`config.mk`:
```
export PLATFORM = sky130hd
export DESIGN_NAME = isq_enq_alloc
export DESIGN_NICKNAME = d
export VERILOG_FILES = /design/src/rtl/isq_enq_alloc_pkg.sv /design/src/rtl/isq_free_pick.sv /design/src/rtl/isq_enq_alloc.sv
export SDC_FILE = /design/constraint.sdc
export NUM_CORES = 1
export LEC_CHECK = 0
export BUFFER_PORTS_ARGS = -buffer_cell sky130_fd_sc_hd__buf_2
export CAP_MARGIN = 20
export CORE_MARGIN = 8
export CORE_UTILIZATION = 47
export DETAILED_ROUTE_END_ITERATION = 8
export GPL_ROUTABILITY_DRIVEN = 0
export MAX_ROUTING_LAYER = met4
export PLACE_DENSITY = 0.8
export SLEW_MARGIN = 20
export SYNTH_ARGS = -nofsm -noshare
export SYNTH_HDL_FRONTEND = slang
export SYNTH_SLANG_ARGS = --single-unit
```
`constraint.sdc`:
```
create_clock -name clock -period 4.4 [get_ports clock]
set_clock_uncertainty 0.1 [all_clocks]
set_input_delay 0.88 -clock clock [delete_from_list [all_inputs] [get_ports clock]]
set_output_delay 0.88 -clock clock [all_outputs]
set_load 0.03 [all_outputs]
```
`src/rtl/isq_enq_alloc_pkg.sv`:
```
// Shared backend ISU definitions for the issue-queue enqueue allocator:
// queue geometry, the RUN/RECOVER recovery state and small vector helpers.
package isq_enq_alloc_pkg;

  localparam int unsigned ISSUE_QUEUE_DEPTH = 8;
  localparam int unsigned ISSUE_QUEUE_LOG   = 3;

  typedef logic [ISSUE_QUEUE_DEPTH-1:0] iq_vec_t;
  typedef logic [ISSUE_QUEUE_LOG-1:0]   iq_idx_t;
  typedef logic [ISSUE_QUEUE_LOG:0]     iq_cnt_t;

  // Allocator recovery state: RUN accepts enqueues, RECOVER blocks them
  // while a redirect is being absorbed.
  typedef enum logic [0:0] {
    ISU_RUN     = 1'b0,
    ISU_RECOVER = 1'b1
  } isu_state_e;

  // Number of set bits in an entry vector.
  function automatic iq_cnt_t iq_popcount(input iq_vec_t vec);
    iq_cnt_t sum;
    sum = {(ISSUE_QUEUE_LOG+1){1'b0}};
    for (int i = 0; i < int'(ISSUE_QUEUE_DEPTH); i++) begin
      sum = sum + {{ISSUE_QUEUE_LOG{1'b0}}, vec[i]};
    end
    return sum;
  endfunction

  // One-hot entry vector selecting index idx.
  function automatic iq_vec_t iq_onehot(input iq_idx_t idx);
    iq_vec_t one;
    one = {{(ISSUE_QUEUE_DEPTH-1){1'b0}}, 1'b1};
    return one << idx;
  endfunction

endpackage

```
`src/rtl/isq_free_pick.sv`:
```
// Lowest-zero-bit priority encoder: returns the lowest index whose valid
// bit is clear, and whether any such entry exists.
module isq_free_pick
  import isq_enq_alloc_pkg::*;
(
  input  logic [ISSUE_QUEUE_DEPTH-1:0] valid_i,
  output logic [ISSUE_QUEUE_LOG-1:0]   idx_o,
  output logic                         found_o
);

  // Scan from the top down so the lowest free index is the last one written.
  always_comb begin
    idx_o   = {ISSUE_QUEUE_LOG{1'b0}};
    found_o = 1'b0;
    for (int i = int'(ISSUE_QUEUE_DEPTH) - 1; i >= 0; i--) begin
      if (!valid_i[i]) begin
        idx_o   = iq_idx_t'(i);
        found_o = 1'b1;
      end else begin
        idx_o   = idx_o;
        found_o = found_o;
      end
    end
  end

endmodule

```
`src/rtl/isq_enq_alloc.sv`:
```
// Issue-queue enqueue allocator: picks the lowest free entry, produces the
// zero-latency write enable, tracks per-entry valid bits and an incremental
// occupancy count, and blocks enqueue while a flush is being recovered.
module isq_enq_alloc
  import isq_enq_alloc_pkg::*;
(
  input  logic                         clock,
  input  logic                         reset_n,
  input  logic                         enq_instr_valid,
  output logic                         enq_instr_ready,
  input  logic [ISSUE_QUEUE_DEPTH-1:0] iq_entries_clear_entry,
  input  logic                         flush_valid,
  input  logic [ISSUE_QUEUE_DEPTH-1:0] iq_entries_needflush,
  output logic [ISSUE_QUEUE_DEPTH-1:0] iq_entries_valid,
  output logic [ISSUE_QUEUE_DEPTH-1:0] iq_entries_wren_oh,
  output logic [ISSUE_QUEUE_LOG-1:0]   enq_ptr,
  output logic [ISSUE_QUEUE_LOG:0]     iq_count,
  output logic                         iq_full,
  output logic                         iq_empty
);

  isu_state_e state_q, state_d;
  iq_vec_t    valid_q, valid_d;
  iq_cnt_t    count_q, count_d;

  iq_idx_t    free_idx_s;
  logic       free_found_s;
  logic       fire_s;
  iq_vec_t    flush_mask_s;
  iq_vec_t    remove_s;

  // Free entry search works on the registered valid vector only, so a slot
  // cleared this cycle becomes allocatable from the next cycle on.
  isq_free_pick u_free_pick (
    .valid_i (valid_q),
    .idx_o   (free_idx_s),
    .found_o (free_found_s)
  );

  // Handshake, allocation pointer and one-hot write enable. Ready is gated
  // by reset_n so nothing appears to be written while reset is asserted.
  always_comb begin
    iq_full         = (count_q == iq_cnt_t'(ISSUE_QUEUE_DEPTH));
    iq_empty        = (count_q == {(ISSUE_QUEUE_LOG+1){1'b0}});
    enq_ptr         = free_found_s ? free_idx_s : {ISSUE_QUEUE_LOG{1'b0}};
    enq_instr_ready = reset_n && (state_q == ISU_RUN) && !iq_full && !flush_valid;
    fire_s          = enq_instr_valid && enq_instr_ready;
    if (fire_s) begin
      iq_entries_wren_oh = iq_onehot(enq_ptr);
    end else begin
      iq_entries_wren_oh = {ISSUE_QUEUE_DEPTH{1'b0}};
    end
  end

  // Next valid vector and count: removals only count on entries that are
  // actually valid, so stray clear/needflush bits are harmless.
  always_comb begin
    flush_mask_s = {ISSUE_QUEUE_DEPTH{1'b0}};
    if (flush_valid) begin
      flush_mask_s = iq_entries_needflush;
    end else begin
      flush_mask_s = {ISSUE_QUEUE_DEPTH{1'b0}};
    end
    remove_s = valid_q & (iq_entries_clear_entry | flush_mask_s);
    valid_d  = (valid_q & ~remove_s) | iq_entries_wren_oh;
    count_d  = count_q + {{ISSUE_QUEUE_LOG{1'b0}}, fire_s} - iq_popcount(remove_s);
  end

  // Recovery FSM: stay in RECOVER for as long as flushes keep arriving.
  always_comb begin
    state_d = state_q;
    case (state_q)
      ISU_RUN: begin
        if (flush_valid) begin
          state_d = ISU_RECOVER;
        end else begin
          state_d = ISU_RUN;
        end
      end
      ISU_RECOVER: begin
        if (flush_valid) begin
          state_d = ISU_RECOVER;
        end else begin
          state_d = ISU_RUN;
        end
      end
      default: begin
        state_d = ISU_RUN;
      end
    endcase
  end

  // State, valid and count registers with asynchronous reset.
  always_ff @(posedge clock or negedge reset_n) begin
    if (!reset_n) begin
      state_q <= ISU_RUN;
      valid_q <= {ISSUE_QUEUE_DEPTH{1'b0}};
      count_q <= {(ISSUE_QUEUE_LOG+1){1'b0}};
    end else begin
      state_q <= state_d;
      valid_q <= valid_d;
      count_q <= count_d;
    end
  end

  assign iq_entries_valid = valid_q;
  assign iq_count         = count_q;

endmodule

```
==> results.tsv <==
stage	metric	value	unit
floorplanning	num_rows	17	
final_layout	final_cell_mix	45 x buf_2, 16 x inv_1, 13 x nand2_1, 13 x dfrtp_1, 8 x a21o_1	
clocking	cts_buffers	3	
timing	setup_viol	0	
clocking	clock-root-buffer	clkbuf_4	
place	placed_cells	172	
grt	grt_pass1_wl	4410	um
power_and_ir_drop	pwr-share-clk	0.189	
run	drv_cap	0	
timing	hold_viol	0	
detailed_routing	vias	920	
min_path	hold_path_class	input port to asynchronous set/reset pin	
critical_path	rr_startpoint	iq_entries_valid[7]	
critical_path	crit_start	flush_valid	
synthesis	synth-seq-cells	13	
timing	worst_pin_slew	0.398	ns
clocking	postCtsSetupRepairBufs	0	
synthesis	synth_top_cell_by_area	dfrtp_1	
floorplanning	ios	46	
floorplanning	core-area	0.00215	mm^2
detailed_routing	drc	0	
final_layout	layout_commonest_cell	buf_2	
clocking	clock_latency	0.29	ns
power_and_ir_drop	power.leakage	0.704	nW
synthesis	ys_top_cells_by_area	dfrtp_1 31%, fa_1 12%, ha_1 8.4%	
critical_path	critPathMaxFanout	11	
clocking	clock-sinks	13	
final_layout	finalNonFillerCells	176	
critical_path	crit_type	input port to register	
grt	grt_max_degree	16	
grt	overflow	0	
timing	fmax	252	MHz
power_and_ir_drop	powerDensity	320	mW/mm^2
power_and_ir_drop	power.share.combinational	0.407	
power_and_ir_drop	vdd.ir_drop.worst	245	uV
clocking	max-clock-path-buffers	2	
synthesis	synthesis.nets	134	
floorplanning	die_w	63.1	um
synthesis	netlist_area	0.00104	mm^2
timing	slew_headroom	0.734	
power_and_ir_drop	switching_share	0.442	
critical_path	cp-start-kind	input port	
critical_path	crit_arrival	4.04	ns
synthesis	syn_area_per_cell	10.3	um^2
power_and_ir_drop	switching_power	0.000186	W
final_layout	antenna-diode-count	0	
timing	fin_setup_tns	0	ns
power_and_ir_drop	total_power	0.000420	W
critical_path	r2r_cells	11	
synthesis	ys.warnings.count	0	
clocking	cts.htree.levels	1	
critical_path	rrSetupSlack	1.00	ns
synthesis	syn-instance-count	101	
critical_path	end_kind	register	
timing	finalCritPeriodShare	0.901	
clocking	cts_tree	built	
final_layout	area_delta_synth_final	26.1	%
timing	finalWorstPathRequiredPeriod	3.96	ns
power_and_ir_drop	p_int	0.000234	W
final_layout	layout.nets	182	
grt	antenna_found_initial	0	
synthesis	netlist.area_leader.share	0.312	
final_layout	drive_above_1_share	0.432	
power_and_ir_drop	p_seq_frac	0.404	
floorplanning	die_h	63.1	um
clocking	ctsHoldBuffers	0	
critical_path	worstPathRequired	4.48	ns
place	placed_area	0.00129	mm^2
clocking	clk_pin_slew	0.09	ns
floorplanning	design.die.area	0.00398	mm^2
detailed_routing	final_antenna_net_count	0	
grt	grt_use_total	0.138	
detailed_routing	wl_per_cell	15.2	um
detailed_routing	dr.first_iter.drc_count	10	
outcome	status	completed	
grt	grt_pass1_vias	985	
timing	maxSlewViolCount	0	
synthesis	netlist-cell-type-count	30	
timing	rsz0062_at_grt	no	
detailed_routing	routed_wl	2680	um
synthesis	ys_seq_area_frac	0.312	
floorplanning	start_util	0.485	
clocking	cts_repair_resize_count	0	
detailed_routing	drt_first_pass_iters	4	
detailed_routing	vias_per_cell	5.23	
place	place_hpwl	2170	um
critical_path	timing.rr.end	iq_count[3]	
place	io_buffers	45	
final_layout	postLayoutCoreUtil	0.612	
final_layout	stdcell_area	0.00131	mm^2
-- synth_stat cells (all sizes together) --
cell / count
inv: 18
nand2: 14
dfrtp: 13
a21o: 9
ha: 7
fa: 6
nor3: 6
o32ai: 6
a21oi: 2
buf: 2
nand2b: 2
nor2: 2
nor4: 2
nor4b: 2
o22ai: 2
xnor2: 2
a311oi: 1
and2: 1
nand3: 1
o21ai: 1
or4b: 1
xor2: 1
-- registers in the layout (all words and copies together), names as in the netlist --
| name | count |
|---|---|
| iq_count | 4 |
| iq_entries_valid | 8 |
| state_q | 1 |
-- per-layer routing --
layer	track usage	up-vias	wire [um]
met3	0.0230	4	115
met2	0.247	31	1430
met4	0.0541	0	33
met1	0.147	442	1100
li1	-	443	-
met5	-	-	0
-- worst max-delay path, stage by stage --
cell and delay [ns]:
buf_2 0.24, a21o_1 0.19, nand2_1 0.08, fa_1 0.41, inv_1 0.08, fa_1 0.43, fa_1 0.41, fa_1 0.51
inv_1 0.04, ha_1 0.28, ha_1 0.21, xor2_1 0.16, xnor2_1 0.13
-- final cells by class --
cell class	instances	area (um^2)
fillers	180	835
multi-input cells	68	628
flip-flops and latches	13	325
repair buffers	45	225
inverters	18	72.6
well taps	28	35.0
clock buffers	3	22.5
clock inverters	1	5.00
-- power groups by stage --
stage                     clock (W)  combinational, W  sequential, W
after floorplan                   0         0.0000834       0.000207
after global placement            0          0.000169       0.000171
after detailed placement          0          0.000175       0.000172
after CTS                 0.0000797          0.000175       0.000170
after global routing      0.0000868          0.000190       0.000173
final                     0.0000794          0.000171       0.000170
-- through the flow --
step | hold WS, ns | setup WS (ns)
after floorplan | 0.484 | 0.389
after global placement | 0.497 | 0.202
after detailed placement | 0.511 | 0.112
after CTS | 0.393 | 0.414
after global routing | 0.388 | 0.277
final | 0.383 | 0.437
-- logic make-up (layout without fill, tap and decap cells) --
| group | after synthesis | in the layout | synth area share |
|---|---|---|---|
| AOI/OAI and AO/OA | 21 | 21 | 0.184 |
| xor gates and xnor gates | 3 | 3 | 0.0252 |
| adders and majority gates | 13 | 13 | 0.199 |
| buffers and inverters | 20 | 67 | 0.0852 |
| DFF | 13 | 13 | 0.312 |
| and+or+nand+nor | 31 | 31 | 0.194 |
-- worst max-delay path by stage --
stage / cells past startpoint / endpoint
2_1_floorplan: 13 / iq_count[3]
6_report: 13 / iq_count[3]
4_1_cts: 13 / iq_count[3]
3_5_place_dp: 13 / iq_count[3]
5_1_grt: 13 / iq_count[3]
3_3_place_gp: 13 / iq_count[3]
Power figures use the tool's default switching activity.
